$ cat src/rtl/misr_bist_compactor.sv
// Multiple-input signature register with a compaction controller.
// Compacts an NIN-bit response bus into a WIDTH-bit signature over a
// programmed number of cycles and compares the result with a golden value.
module misr_bist_compactor #(
  parameter int unsigned             WIDTH = 16,
  parameter int unsigned             NIN   = 3,
  parameter logic [WIDTH-1:0]        POLY  = 16'h002D,
  parameter logic [WIDTH-1:0]        SEED  = '0,
  parameter int unsigned             CNT_W = 16
) (
  input  logic             CLK,
  input  logic             RST_N,
  input  logic             start,
  input  logic             abort,
  input  logic             seed_load,
  input  logic [WIDTH-1:0] seed_in,
  input  logic [CNT_W-1:0] num_cycles,
  input  logic [WIDTH-1:0] golden,
  input  logic [NIN-1:0]   din,
  output logic             busy,
  output logic             done,
  output logic             pass,
  output logic [WIDTH-1:0] signature
);

  typedef enum logic [1:0] {
    IDLE = 2'd0,
    RUN  = 2'd1,
    DONE = 2'd2
  } state_t;

  state_t           state_q, state_d;
  logic [WIDTH-1:0] sig_q,   sig_d;
  logic [CNT_W-1:0] cnt_q,   cnt_d;
  logic [WIDTH-1:0] gold_q,  gold_d;
  logic             pass_q,  pass_d;

  logic [WIDTH-1:0] din_ext;
  logic [WIDTH-1:0] sig_next;
  logic [WIDTH-1:0] start_sig;

  // Zero-extend the response bus so din[k] lands in stage k.
  always_comb begin
    din_ext          = '0;
    din_ext[NIN-1:0] = din;
  end

  // One MISR step: shift, fold back the feedback taps, mix in the responses.
  always_comb begin
    sig_next = {sig_q[WIDTH-2:0], 1'b0}
             ^ (sig_q[WIDTH-1] ? POLY : '0)
             ^ din_ext;
  end

  // Signature at the start of a run: a simultaneous seed load wins.
  always_comb begin
    start_sig = seed_load ? seed_in : sig_q;
  end

  // Next-state and datapath control.
  always_comb begin
    state_d = state_q;
    sig_d   = sig_q;
    cnt_d   = cnt_q;
    gold_d  = gold_q;
    pass_d  = pass_q;
    unique case (state_q)
      IDLE, DONE: begin
        if (start) begin
          gold_d = golden;
          cnt_d  = num_cycles;
          sig_d  = start_sig;
          pass_d = 1'b0;
          if (num_cycles == '0) begin
            state_d = DONE;
            pass_d  = (start_sig == golden);
          end else begin
            state_d = RUN;
          end
        end else if (seed_load) begin
          sig_d = seed_in;
          if (state_q == DONE) begin
            pass_d = (seed_in == gold_q);
          end
        end
      end
      RUN: begin
        if (abort) begin
          state_d = IDLE;
          pass_d  = 1'b0;
        end else begin
          sig_d = sig_next;
          if (cnt_q != '0) begin
            cnt_d = cnt_q - CNT_W'(1);
          end
          // Count of 0 is unreachable in RUN; treat it as terminal so the
          // counter can never wrap.
          if (cnt_q <= CNT_W'(1)) begin
            state_d = DONE;
            pass_d  = (sig_next == gold_q);
          end
        end
      end
      default: begin
        state_d = IDLE;
      end
    endcase
  end

  // State and datapath registers with synchronous active-low reset.
  always_ff @(posedge CLK) begin
    if (!RST_N) begin
      state_q <= IDLE;
      sig_q   <= SEED;
      cnt_q   <= '0;
      gold_q  <= '0;
      pass_q  <= 1'b0;
    end else begin
      state_q <= state_d;
      sig_q   <= sig_d;
      cnt_q   <= cnt_d;
      gold_q  <= gold_d;
      pass_q  <= pass_d;
    end
  end

  assign busy      = (state_q == RUN);
  assign done      = (state_q == DONE);
  assign pass      = pass_q;
  assign signature = sig_q;

endmodule

$ cat config.mk
export PLATFORM = sky130hd
export DESIGN_NAME = misr_bist_compactor
export DESIGN_NICKNAME = d
export VERILOG_FILES = /design/src/rtl/misr_bist_compactor.sv
export SDC_FILE = /design/constraint.sdc
export NUM_CORES = 1
export LEC_CHECK = 0
export ABC_CLOCK_PERIOD_IN_PS = 3000
export BUFFER_PORTS_ARGS = -buffer_cell sky130_fd_sc_hd__clkbuf_2
export CAP_MARGIN = 20
export CORE_UTILIZATION = 48
export DETAILED_ROUTE_END_ITERATION = 10
export PLACE_DENSITY = 0.81
export SKIP_LAST_GASP = 1
export SYNTH_ARGS = -nofsm -noshare
export SYNTH_HDL_FRONTEND = slang
export SYNTH_SLANG_ARGS = --single-unit
$ cat constraint.sdc
create_clock -name CLK -period 3 [get_ports CLK]
set_input_delay 0 -clock CLK [delete_from_list [all_inputs] [get_ports CLK]]
set_output_delay 0 -clock CLK [all_outputs]
set_load 0.02 [all_outputs]
==> results of run 1 <==
-- layer usage --
layer / vias up / GRT usage
li1: 1643 / -
met2: 144 / 0.432
met3: 28 / 0.0610
met1: 1579 / 0.332
met5: - / 0
met4: 0 / 0.0986
-- synth_stat cells (2+ instances only) --
| library cell | instances | area share |
|---|---|---|
| a2bb2oi_1 | 5 | 0.013 |
| mux2i_2 | 3 | 0.013 |
| nor2_1 | 46 | 0.053 |
| o31ai_1 | 4 | 0.0092 |
| nand4_1 | 9 | 0.017 |
| xnor2_1 | 45 | 0.12 |
| dfxtp_1 | 51 | 0.31 |
| a221oi_1 | 2 | 0.0054 |
| xor2_1 | 10 | 0.027 |
| nand2_1 | 55 | 0.063 |
| nor3_1 | 10 | 0.015 |
| o22ai_1 | 8 | 0.015 |
| clkbuf_1 | 19 | 0.022 |
| o21ai_0 | 20 | 0.031 |
| nand3_1 | 7 | 0.011 |
| mux2_2 | 7 | 0.024 |
| nor4_1 | 10 | 0.019 |
| nor4_2 | 3 | 0.011 |
| a21oi_1 | 39 | 0.060 |
| inv_1 | 6 | 0.0069 |
| ha_1 | 3 | 0.011 |
| a22oi_1 | 8 | 0.018 |
| a211oi_1 | 10 | 0.023 |
| o41ai_1 | 2 | 0.0054 |
| and2_1 | 5 | 0.0096 |
| mux2i_1 | 10 | 0.031 |
-- cell usage in the layout, fill, tap and decap left out, types with 2 or more instances in the layout --
cell,instances
clkbuf_2,74
nand2_1,55
dfxtp_1,51
nor2_1,46
xnor2_1,45
a21oi_1,39
o21ai_0,20
dlygate4sd3_1,17
a211oi_1,10
nor4_1,10
nor3_1,10
xor2_1,10
mux2i_1,10
nand4_1,9
o22ai_1,8
a22oi_1,8
mux2_2,7
nand3_1,7
clkbuf_8,7
inv_1,5
and2_1,5
a2bb2oi_1,5
buf_4,5
o31ai_1,4
nor4_2,3
mux2i_2,3
ha_1,3
a221oi_1,2
o41ai_1,2
-- worst max-delay path: cells and delay by family (launching register included) --
kind                   cells  cell delay (ns)
buffers and inverters      1             0.17
DFF                        1             0.64
AOI/OAI and AO/OA          3             1.10
and+or+nand+nor            1             0.25
-- registers in the layout (all words and copies together), names as in the netlist --
name,cells
signature,16
pass,1
cnt_q,16
gold_q,16
state_q,2
-- final cells by class --
| class | count | area share |
|---|---|---|
| Tap cell | 77 | 0.0245 |
| Clock buffer | 8 | 0.0255 |
| Sequential cell | 51 | 0.260 |
| Inverter | 6 | 0.00573 |
| Timing Repair Buffer | 96 | 0.147 |
| Multi-Input combinational cell | 336 | 0.538 |
-- report_power, final --
group,internal [uW],switching (uW)
combinational,271,364
clock,211,227
sequential,738,88.6
-- kinds of logic (layout without fill, tap and decap cells) --
kind of cell / after synthesis / in the layout
buffers and inverters: 30 / 110
and+or+nand+nor: 150 / 150
AOI/OAI and AO/OA: 108 / 108
xor gates and xnor gates: 55 / 55
muxes: 20 / 20
adders and majority gates: 3 / 3
DFF: 51 / 51
-- stage by stage --
step                      setup WS, ns  std cells
after CTS                        0.777        574
final                            0.742        574
after global placement           0.880        549
after global routing             0.536        574
after detailed placement         0.796        549
after floorplan                   1.10        417
-- timing repair --
item                                   4_1_cts  5_1_grt
resized for setup                            0        0
setup endpoints to repair                    0        0
buffers inserted                             0        0
endpoints found under the hold margin       18        0
hold buffers                                17        0
-- path summary, 6_finish.rpt --
check	startpoint	endpoint	slack, ns	depth (start not counted)
min	num_cycles[3]	cnt_q[3]	0.05	3
min reg2reg	gold_q[10]	gold_q[10]	0.50	2
max reg2reg	state_q[0]	cnt_q[0]	0.74	5
max	state_q[0]	cnt_q[0]	0.74	5
==> summary.md, run 1 <==
| Metric | Value |
|---|---|
| Status | finished, violations left |
| Violated checks | DRC |
| Crit share post-route | 0.753 |
| Largest net degree at the start of global routing | 38 |
| Worst-margin pin slew | 0.688 ns |
| Max Buffers Root-to-Sink | 2 |
| TritonRoute pass-1 iters | 8 |
| Leak | 0.00161 uW |
| Area of the multi-input gates | 0.00211 sq mm |
| Max-cap viol count | 0 |
| Routed wire per std cell | 16.1 microns |
| Vias per cell | 5.91 |
| Final Core Density | 0.609 |
| CTS Sinks | 51 |
| Via count | 3394 |
| Final instance area | 0.00393 sq mm |
| Clock Latency Late Sink | 0.31 ns |
| Nets | 555 |
| CP Max Fanout | 22 |
| # setup viols final | 0 |
| Fmax | 443 MHz |
| Synth Area in Adders | 0.0115 |
| Ant. Diodes | 0 |
| Die width | 84.6 microns |
| CP Class | reg -> reg |
| Highest routed metal layer | met4 |
| Area grow syn2layout | 20.1% |
| Critical Path RT | 3.21 ns |
| Number of global-route vias before repair | 3197 |
| Routed WL | 9240 microns |
| Post-synthesis xor/xnor area fraction | 0.147 |
| Clock root cell | clkbuf_8 |
| Syn Std Cell Area | 0.00327 sq mm |
| WP data arrival | 2.47 ns |
| # DRC | 1 |
| Hold WS | 0.0469 ns |
| Slew margin rel. | 0.541 |
| Overall routing resource usage | 0.261 |
| Highest ir drop seen on vdd | 0.370 mV |
| Placed Area | 0.00366 sq mm |
| Register area | 0.00102 sq mm |
| Hold Violations, Final | 0 |
| Total CTS buffers | 5 |
| Met3 wire length | 724 microns |
| Die Y | 84.6 microns |
| DRT iter0 DRCs | 245 |
| Core area | 0.00646 sq mm |
| Ys Warns | 0 |
| Multiplexer area fraction after synthesis | 0.0673 |
| Post-synth top flop | dfxtp_1 |
| Clock-pin slew on the worst setup and hold paths | 0.10 ns |
| Max Slew Vio Count | 0 |
| Area share of and/or/nand/nor cells after synthesis | 0.214 |
| Post-synthesis compound-gate area fraction | 0.206 |
| Largest family of logic cells by synthesized area | simple AND/OR/NAND/NOR gates |
| I/O pins | 75 |
| TritonCTS clock tree | built |
| #FFs+latches synth | 51 |
| Filler Cell Count | 567 |
| Netlist cell types | 46 |
| Slowest cell on crit path | dfxtp_1 |
| Worst Hold Class | in -> reg |
| PwrDens | 483 mW/mm^2 |
| Number of antenna violations at the first check in global routing | 0 |
| Synthesized instance count | 417 |
| Final GP Congestion | 0.886 |
| Share of cells above drive strength 1 | 0.201 |
| CP peak stage delay | 0.64 ns |
| WL met2 | 4340 microns |
| IO Port Bufs | 74 |
| Detailed Place HPWL | 6530 microns |
| First-pass GRT wire length | 15100 microns |
| Total power | 1900 uW |
| Post-synth EDFFs | 0 |
| Grt ovf | 0 |
| Fin crit period | 2.26 ns |
| Max H-tree Level | 2 |
| Post-Syn Nets | 476 |
| Setup TNS | 0 ns |
| Post-Route M1 WL | 3890 microns |
| Post-synth ARST share | 0 |
| RSZ-0062 raised after global routing | no |
| Critical Path End Type | flip-flop |
| Synthesized area per cell | 7.85 sq um |
| Die area | 0.00715 sq mm |
| CP Launch Type | flip-flop |
| Initial Util | 0.507 |
| Clk_skew | 0.0138 ns |
| Sequential area share after synthesis | 0.312 |
| Remaining antenna violation count | 0 |
| Crit-path cells | nor3b_1 -> buf_4 -> o22a_1 -> o21ai_0 -> a221oi_1 |
| Row cnt | 29 |
Power figures use the tool's default switching activity.
==> run 2: changes to the inputs <==
--- a/config.mk
+++ b/config.mk
@@ -5,7 +5,7 @@
 export SDC_FILE = /design/constraint.sdc
 export NUM_CORES = 1
 export LEC_CHECK = 0
-export ABC_CLOCK_PERIOD_IN_PS = 3000
+export ABC_CLOCK_PERIOD_IN_PS = 2350
 export BUFFER_PORTS_ARGS = -buffer_cell sky130_fd_sc_hd__clkbuf_2
 export CAP_MARGIN = 20
 export CORE_UTILIZATION = 48
==> constraint.sdc (replaced) <==
create_clock -name CLK -period 2.35 [get_ports CLK]
set_input_delay 0 -clock CLK [delete_from_list [all_inputs] [get_ports CLK]]
set_output_delay 0 -clock CLK [all_outputs]
set_load 0.02 [all_outputs]
==> run 2 against run 1 <==
Net effect: the run still ends with DRC left; power rose by 31%; sequential cell count did not move; maximum frequency rose by 9.9%; die area did not move; first-iteration DRC count rose by 57%; utilization rose by 1.1 points; cell area rose by 1.8%; clock power rose by 33%; routed wire length rose by 9.0%; sequential share of layout area fell by 0.45 points; critical endpoint is now pass; largest power group unchanged.
==> summary.md, run 2 (synthesis gave the netlist of run 1 again) <==
| Metric | Value |
|---|---|
| TritonRoute pass-1 iters | 9 (+1) |
| Commonest non-fill, non-tap cells in the layout | 74 x clkbuf_2, 55 x nand2_1, 51 x dfxtp_1 |
| Clock-pin slew on the worst setup and hold paths | 0.09 ns (about the same) |
| Worst R2R Path Depth | 6 (+1) |
| Highest ir drop seen on vdd | 0.334 mV (-9.8%) |
| Worst-margin pin slew | 0.626 ns (-0.0619 ns) |
| Ant. Diodes | 0 (unchanged) |
| Reg2Reg Setup Slack | 0.30 ns (-0.45 ns) |
| CP Max Fanout | 9 (-59%) |
| Critical Path End Type | flip-flop |
| Slew margin rel. | 0.581 (+0.0408) |
| Detailed Place HPWL | 7050 microns (+8.0%) |
| Critical path's top delay family | flip-flops |
| Remaining antenna violation count | 0 (unchanged) |
| Violated checks | DRC |
| Overall routing resource usage | 0.283 (+0.0218) |
| CP Class | reg -> reg |
| Largest net degree at the start of global routing | 34 (-11%) |
| Die area | 0.00715 sq mm (unchanged) |
| Crit share post-route | 0.874 (+0.122) |
| Max-cap viol count | 0 (unchanged) |
| Filler Cell Count | 558 (-1.6%) |
| Max H-tree Level | 2 (unchanged) |
| Number of antenna violations at the first check in global routing | 0 (unchanged) |
| RSZ-0062 raised after global routing | no |
| Area grow syn2layout | 22.2% |
| Hold Path Origin | num_cycles[0] |
| Routed wire per std cell | 17.4 microns (+7.9%) |
| Initial Util | 0.507 (unchanged) |
| Hold path depth | 3 (unchanged) |
| I/O pins | 75 (unchanged) |
| Core area | 0.00646 sq mm (unchanged) |
| CP Launch Type | flip-flop |
| Status | finished, violations left |
| Clk_skew | 0.0130 ns (-0.000862 ns) |
| Most common cell after layout, fill and taps aside | clkbuf_2 |
| Fin crit period | 2.05 ns (-0.203 ns) |
| Crit-path cells | mux2_2 -> xor2_1 -> nor4_4 -> nand3_1 -> o2111a_1 -> a311oi_1 |
| WP data arrival | 2.28 ns (-0.19 ns) |
| Row cnt | 29 (unchanged) |
| First-pass GRT wire length | 16100 microns (+6.9%) |
| FF-to-FF End | pass |
| Share of cells above drive strength 1 | 0.217 (+0.0155) |
| Final GP Congestion | 0.892 (+0.59%) |
| Number of global-route vias before repair | 3324 (+4.0%) |
| Area of the multi-input gates | 0.00212 sq mm (+0.35%) |
| Max Slew Vio Count | 0 (unchanged) |
| Slowest cell on crit path | dfxtp_1 |
| Fmax | 487 MHz (+9.9%) |
| Setup TNS | 0 ns (unchanged) |
| Worst Hold Class | in -> reg |
| Routed WL | 10100 microns (+9.0%) |
| Die width | 84.6 microns (unchanged) |
| DP Cell Count | 555 (+1.1%) |
| Via count | 3576 (+5.4%) |
| Final Core Density | 0.619 (+0.0107) |
| Hold Violations, Final | 0 (unchanged) |
| Grt ovf | 0 (unchanged) |
| Final instance count without filler cells | 580 (+1.0%) |
| Total power | 2480 uW (+31%) |
| Register area | 0.00102 sq mm (unchanged) |
| DRT iter0 DRCs | 384 (+57%) |
| Leak | 0.00165 uW (+2.4%) |
| Clock Latency Late Sink | 0.32 ns (about the same) |
| Vias per cell | 6.17 (+4.3%) |
| CP peak stage delay | 0.64 ns (about the same) |
| Total CTS buffers | 5 (unchanged) |
| Clock root cell | clkbuf_8 |
| # setup viols final | 0 (unchanged) |
| Worst Hold Path EP | cnt_q[0] |
| Critical Path RT | 2.57 ns (-0.64 ns) |
| Nets | 561 (+1.1%) |
| PwrDens | 621 mW/mm^2 (+28%) |
| Buffers & Inverters on Critical Path | 0 (-1) |
| # DRC | 1 (unchanged) |
| CTS Sinks | 51 (unchanged) |
| IO Port Bufs | 74 (unchanged) |
| RR Startpoint | signature[15] |
| Max Buffers Root-to-Sink | 2 (unchanged) |
| TritonCTS clock tree | built |
| Die Y | 84.6 microns (unchanged) |
## run 2: per-stage QoR
step / instance area [sq um] / hold WS (ns) / setup slack [ns]
finish: 4000 / 0.0506 / 0.296
global route: 4000 / 0.0543 / 0.157
CTS: 3990 / 0.0434 / 0.201
detailed placement: 3720 / 0.251 / 0.228
global placement: 3720 / 0.248 / 0.327
floorplan: 3270 / 0.136 / 0.452
## run 2: worst min-delay path: cells and delay by family
family | cells | cell delay (ns)
compound gates | 2 | 0.21
buf+inv | 1 | 0.10
## run 2: how the worst max path moves through the flow
stage	startpoint	cells after the start	to	slack, ns
2_1_floorplan	signature[15]	7	pass	0.45
3_3_place_gp	cnt_q[8]	6	cnt_q[7]	0.33
3_5_place_dp	cnt_q[8]	6	cnt_q[8]	0.23
4_1_cts	cnt_q[8]	6	cnt_q[8]	0.20
5_1_grt	cnt_q[4]	5	pass	0.16
6_report	signature[15]	6	pass	0.30
## run 2: area by class of cell
type	count	share of cell area
clock buffer	7	0.0241
clock inverter	1	0.00188
inverter	6	0.00563
multi-input combinational	336	0.530
sequential	51	0.255
tap	77	0.0241
timing repair buffer	102	0.159
## run 2: repair_timing
item	4_1_cts	5_1_grt
endpoints found under the setup margin	0	6
hold buffers	17	0
hold endpoints to repair	18	0
gates resized for setup	0	2
setup buffers	0	0
## run 2: metal layers
layer / vias up / GRT usage / wire [microns]
met4: 0 / 0.112 / 359
met3: 41 / 0.0521 / 843
met1: 1675 / 0.354 / 3990
li1: 1659 / - / -
met5: - / 0 / 0
met2: 201 / 0.483 / 4880
## run 2: report_power, final
part / leakage [uW] / total [uW] / switching [uW] / internal (uW)
logic: 0.00118 / 851 / 488 / 363
registers: 0.000420 / 1050 / 108 / 942
clock network: 0.0000505 / 582 / 313 / 269
total: 0.00165 / 2480 / 910 / 1570
==> run 3: changes to the inputs <==
--- a/config.mk
+++ b/config.mk
@@ -8,9 +8,12 @@
 export ABC_CLOCK_PERIOD_IN_PS = 2350
 export BUFFER_PORTS_ARGS = -buffer_cell sky130_fd_sc_hd__clkbuf_2
 export CAP_MARGIN = 20
-export CORE_UTILIZATION = 48
+export CELL_PAD_IN_SITES_DETAIL_PLACEMENT = 1
+export CELL_PAD_IN_SITES_GLOBAL_PLACEMENT = 1
+export CORE_UTILIZATION = 39
 export DETAILED_ROUTE_END_ITERATION = 10
-export PLACE_DENSITY = 0.81
+export PLACE_DENSITY = 0.88
+export REMOVE_ABC_BUFFERS = 1
 export SKIP_LAST_GASP = 1
 export SYNTH_ARGS = -nofsm -noshare
 export SYNTH_HDL_FRONTEND = slang
==> run 3 against run 2 <==
Net effect: the flow now finishes without violations; routed wire length is 13% higher; critical path depth is 1 lower; largest cell class unchanged; largest power group unchanged; via count is 1.6% lower; utilization is 12 points lower; global-route usage is 1.1 points lower; count of clock-buffer cells in the layout is 1 lower; maximum frequency is 5.3% lower; combinational power is 3.2% higher; sequential cell count stayed put; register-to-register slack worse by 0.11 ns; first-iteration DRC count is 59% lower; highest routed layer unchanged; clock power is 13% higher.
==> summary.md, run 3 (synthesis gave the netlist of run 1 again) <==
| Metric | Value |
|---|---|
| IO Port Bufs | 74 (unchanged) |
| Number of global-route vias before repair | 3648 (+9.7%) |
| Via count | 3519 (-1.6%) |
| Critical path depth in cells | 5 (-1) |
| Clock Latency Late Sink | 0.32 ns (about the same) |
| First-pass GRT wire length | 18400 microns (+15%) |
| Max-cap viol count | 0 (unchanged) |
| Area grow syn2layout | 24.0% |
| PwrDens | 637 mW/mm^2 (+2.6%) |
| Routed wire per std cell | 18.6 microns (+7.2%) |
| Clock root cell | clkbuf_8 |
| CP Max Fanout | 7 (-2) |
| CP peak stage delay | 0.50 ns (-0.14 ns) |
| Worst-margin pin slew | 0.840 ns (+0.213 ns) |
| Crit path from | cnt_q[4] |
| Vias per cell | 5.75 (-6.7%) |
| Die width | 93.6 microns (+11%) |
| Critical Path End Type | flip-flop |
| Slowest cell on crit path | a221oi_1 |
| Clk_skew | 0.0118 ns (-0.00116 ns) |
| CTS Sinks | 51 (unchanged) |
| Fmax | 461 MHz (-5.3%) |
| Die area | 0.00876 sq mm (+23%) |
| I/O pins | 75 (unchanged) |
| RSZ-0062 raised after global routing | no |
| Clock-pin slew on the worst setup and hold paths | 0.10 ns (about the same) |
| Commonest non-fill, non-tap cells in the layout | 74 x clkbuf_2, 55 x nand2_1, 51 x dfxtp_1 |
| TritonRoute pass-1 iters | 4 (-5) |
| Buffers & Inverters on Critical Path | 0 (unchanged) |
| Setup TNS | 0 ns (unchanged) |
| Grt ovf | 0 (unchanged) |
| # setup viols final | 0 (unchanged) |
| Filler Cell Count | 1047 (+88%) |
| Max Slew Vio Count | 0 (unchanged) |
| Critical path's top delay family | compound AO/OA/AOI/OAI gates |
| Hold Violations, Final | 0 (unchanged) |
| Hold Path Origin | num_cycles[0] |
| Ant. Diodes | 0 (unchanged) |
| Crit-path cells | nor4_2 -> nand4_1 -> a221oi_1 -> o21ai_0 -> a311oi_1 |
| CP Class | reg -> reg |
| Critical Path RT | 2.57 ns (about the same) |
| Max Buffers Root-to-Sink | 2 (unchanged) |
| DRT iter0 DRCs | 159 (-59%) |
| Max H-tree Level | 2 (unchanged) |
| Detailed Place HPWL | 8590 microns (+22%) |
| Worst R2R Path Depth | 5 (-1) |
| Crit share post-route | 0.923 (+0.0488) |
| GRT busiest layer | met2 |
| Share of cells above drive strength 1 | 0.221 (+0.00421) |
| Total power | 2590 uW (+4.1%) |
| CP Launch Type | flip-flop |
| Nets | 565 (+0.71%) |
| Remaining antenna violation count | 0 (unchanged) |
| Status | finished, final reports clean |
| Highest ir drop seen on vdd | 0.306 mV (-8.4%) |
| Largest net degree at the start of global routing | 38 (+12%) |
| Overall routing resource usage | 0.272 (-0.0111) |
| Routed WL | 11400 microns (+13%) |
| RR Startpoint | cnt_q[4] |
| Met1 usage | 0.316 (-0.0377) |
| Die Y | 93.6 microns (+11%) |
| Number of antenna violations at the first check in global routing | 0 (unchanged) |
| Hold path depth | 3 (unchanged) |
| Initial Util | 0.400 (-0.106) |
| Total CTS buffers | 5 (unchanged) |
| Worst Hold Class | in -> reg |
| Row cnt | 33 (+14%) |
| WP data arrival | 2.39 ns (+0.11 ns) |
| TritonCTS clock tree | built |
| Slew margin rel. | 0.437 (-0.145) |
| Most common cell after layout, fill and taps aside | clkbuf_2 |
| Post-CTS repair timing setup buffer count | 0 (unchanged) |
| Met2 usage | 0.511 (+0.0277) |
| Leak | 0.00167 uW (+1.4%) |
| # DRC | 0 (-1) |
| Fin crit period | 2.17 ns (+0.115 ns) |
| Grt met3 use | 0.0390 (-0.0131) |
| Core area | 0.00818 sq mm (+27%) |
| Final GP Congestion | 0.831 (-6.8%) |
-- run 3: per-layer routing --
layer,part of all wire,vias to the layer above,wire [microns]
met5,0,-,0
met4,0.022,0,247
met3,0.036,25,405
met2,0.51,100,5860
met1,0.43,1738,4880
li1,-,1656,-
-- run 3: timing repair --
item                                    4_1_cts  5_1_grt
endpoints found under the setup margin        0        1
hold endpoints to repair                     18        0
hold buffers                                 17        0
resized for setup                             0        1
-- run 3: worst min-delay path, delay by kind of cell --
| family | cells | cell delay, ns |
|---|---|---|
| AOI/OAI and AO/OA | 2 | 0.21 |
| buffers and inverters | 1 | 0.10 |
-- run 3: cell type report --
cell class	count	area [sq um]	share of cell area
multi-input cells	336	2110	0.521
flip-flops and latches	51	1020	0.251
repair buffers	106	653	0.161
well taps	105	131	0.0324
clock buffers	6	82.6	0.0203
clock inverters	2	35.0	0.00863
inverters	6	22.5	0.00555
-- run 3: stage by stage --
| step | hold WS [ns] | instances | utilization | setup WS [ns] | area, sq um |
|---|---|---|---|---|---|
| after floorplan | 0.136 | 393 | - | 0.0443 | 3160 |
| after global placement | 0.251 | 587 | 0.461 | 0.362 | 3770 |
| after detailed placement | 0.262 | 587 | 0.461 | 0.218 | 3770 |
| after CTS | 0.0420 | 612 | 0.496 | 0.213 | 4060 |
| after global routing | 0.0805 | 612 | 0.497 | 0.00557 | 4060 |
| final | 0.0487 | 612 | 0.497 | 0.181 | 4060 |
-- run 3: power by group --
part | switching, uW | internal, uW | total, uW
Combinational | 512 | 366 | 878
Clock | 314 | 345 | 659
Sequential | 108 | 942 | 1050
Total | 933 | 1650 | 2590
-- run 3: worst paths after layout --
| check | endpoint | slack, ns |
|---|---|---|
| min | cnt_q[0] | 0.05 |
| min reg2reg | cnt_q[14] | 0.48 |
| max reg2reg | pass | 0.18 |
| max | pass | 0.18 |
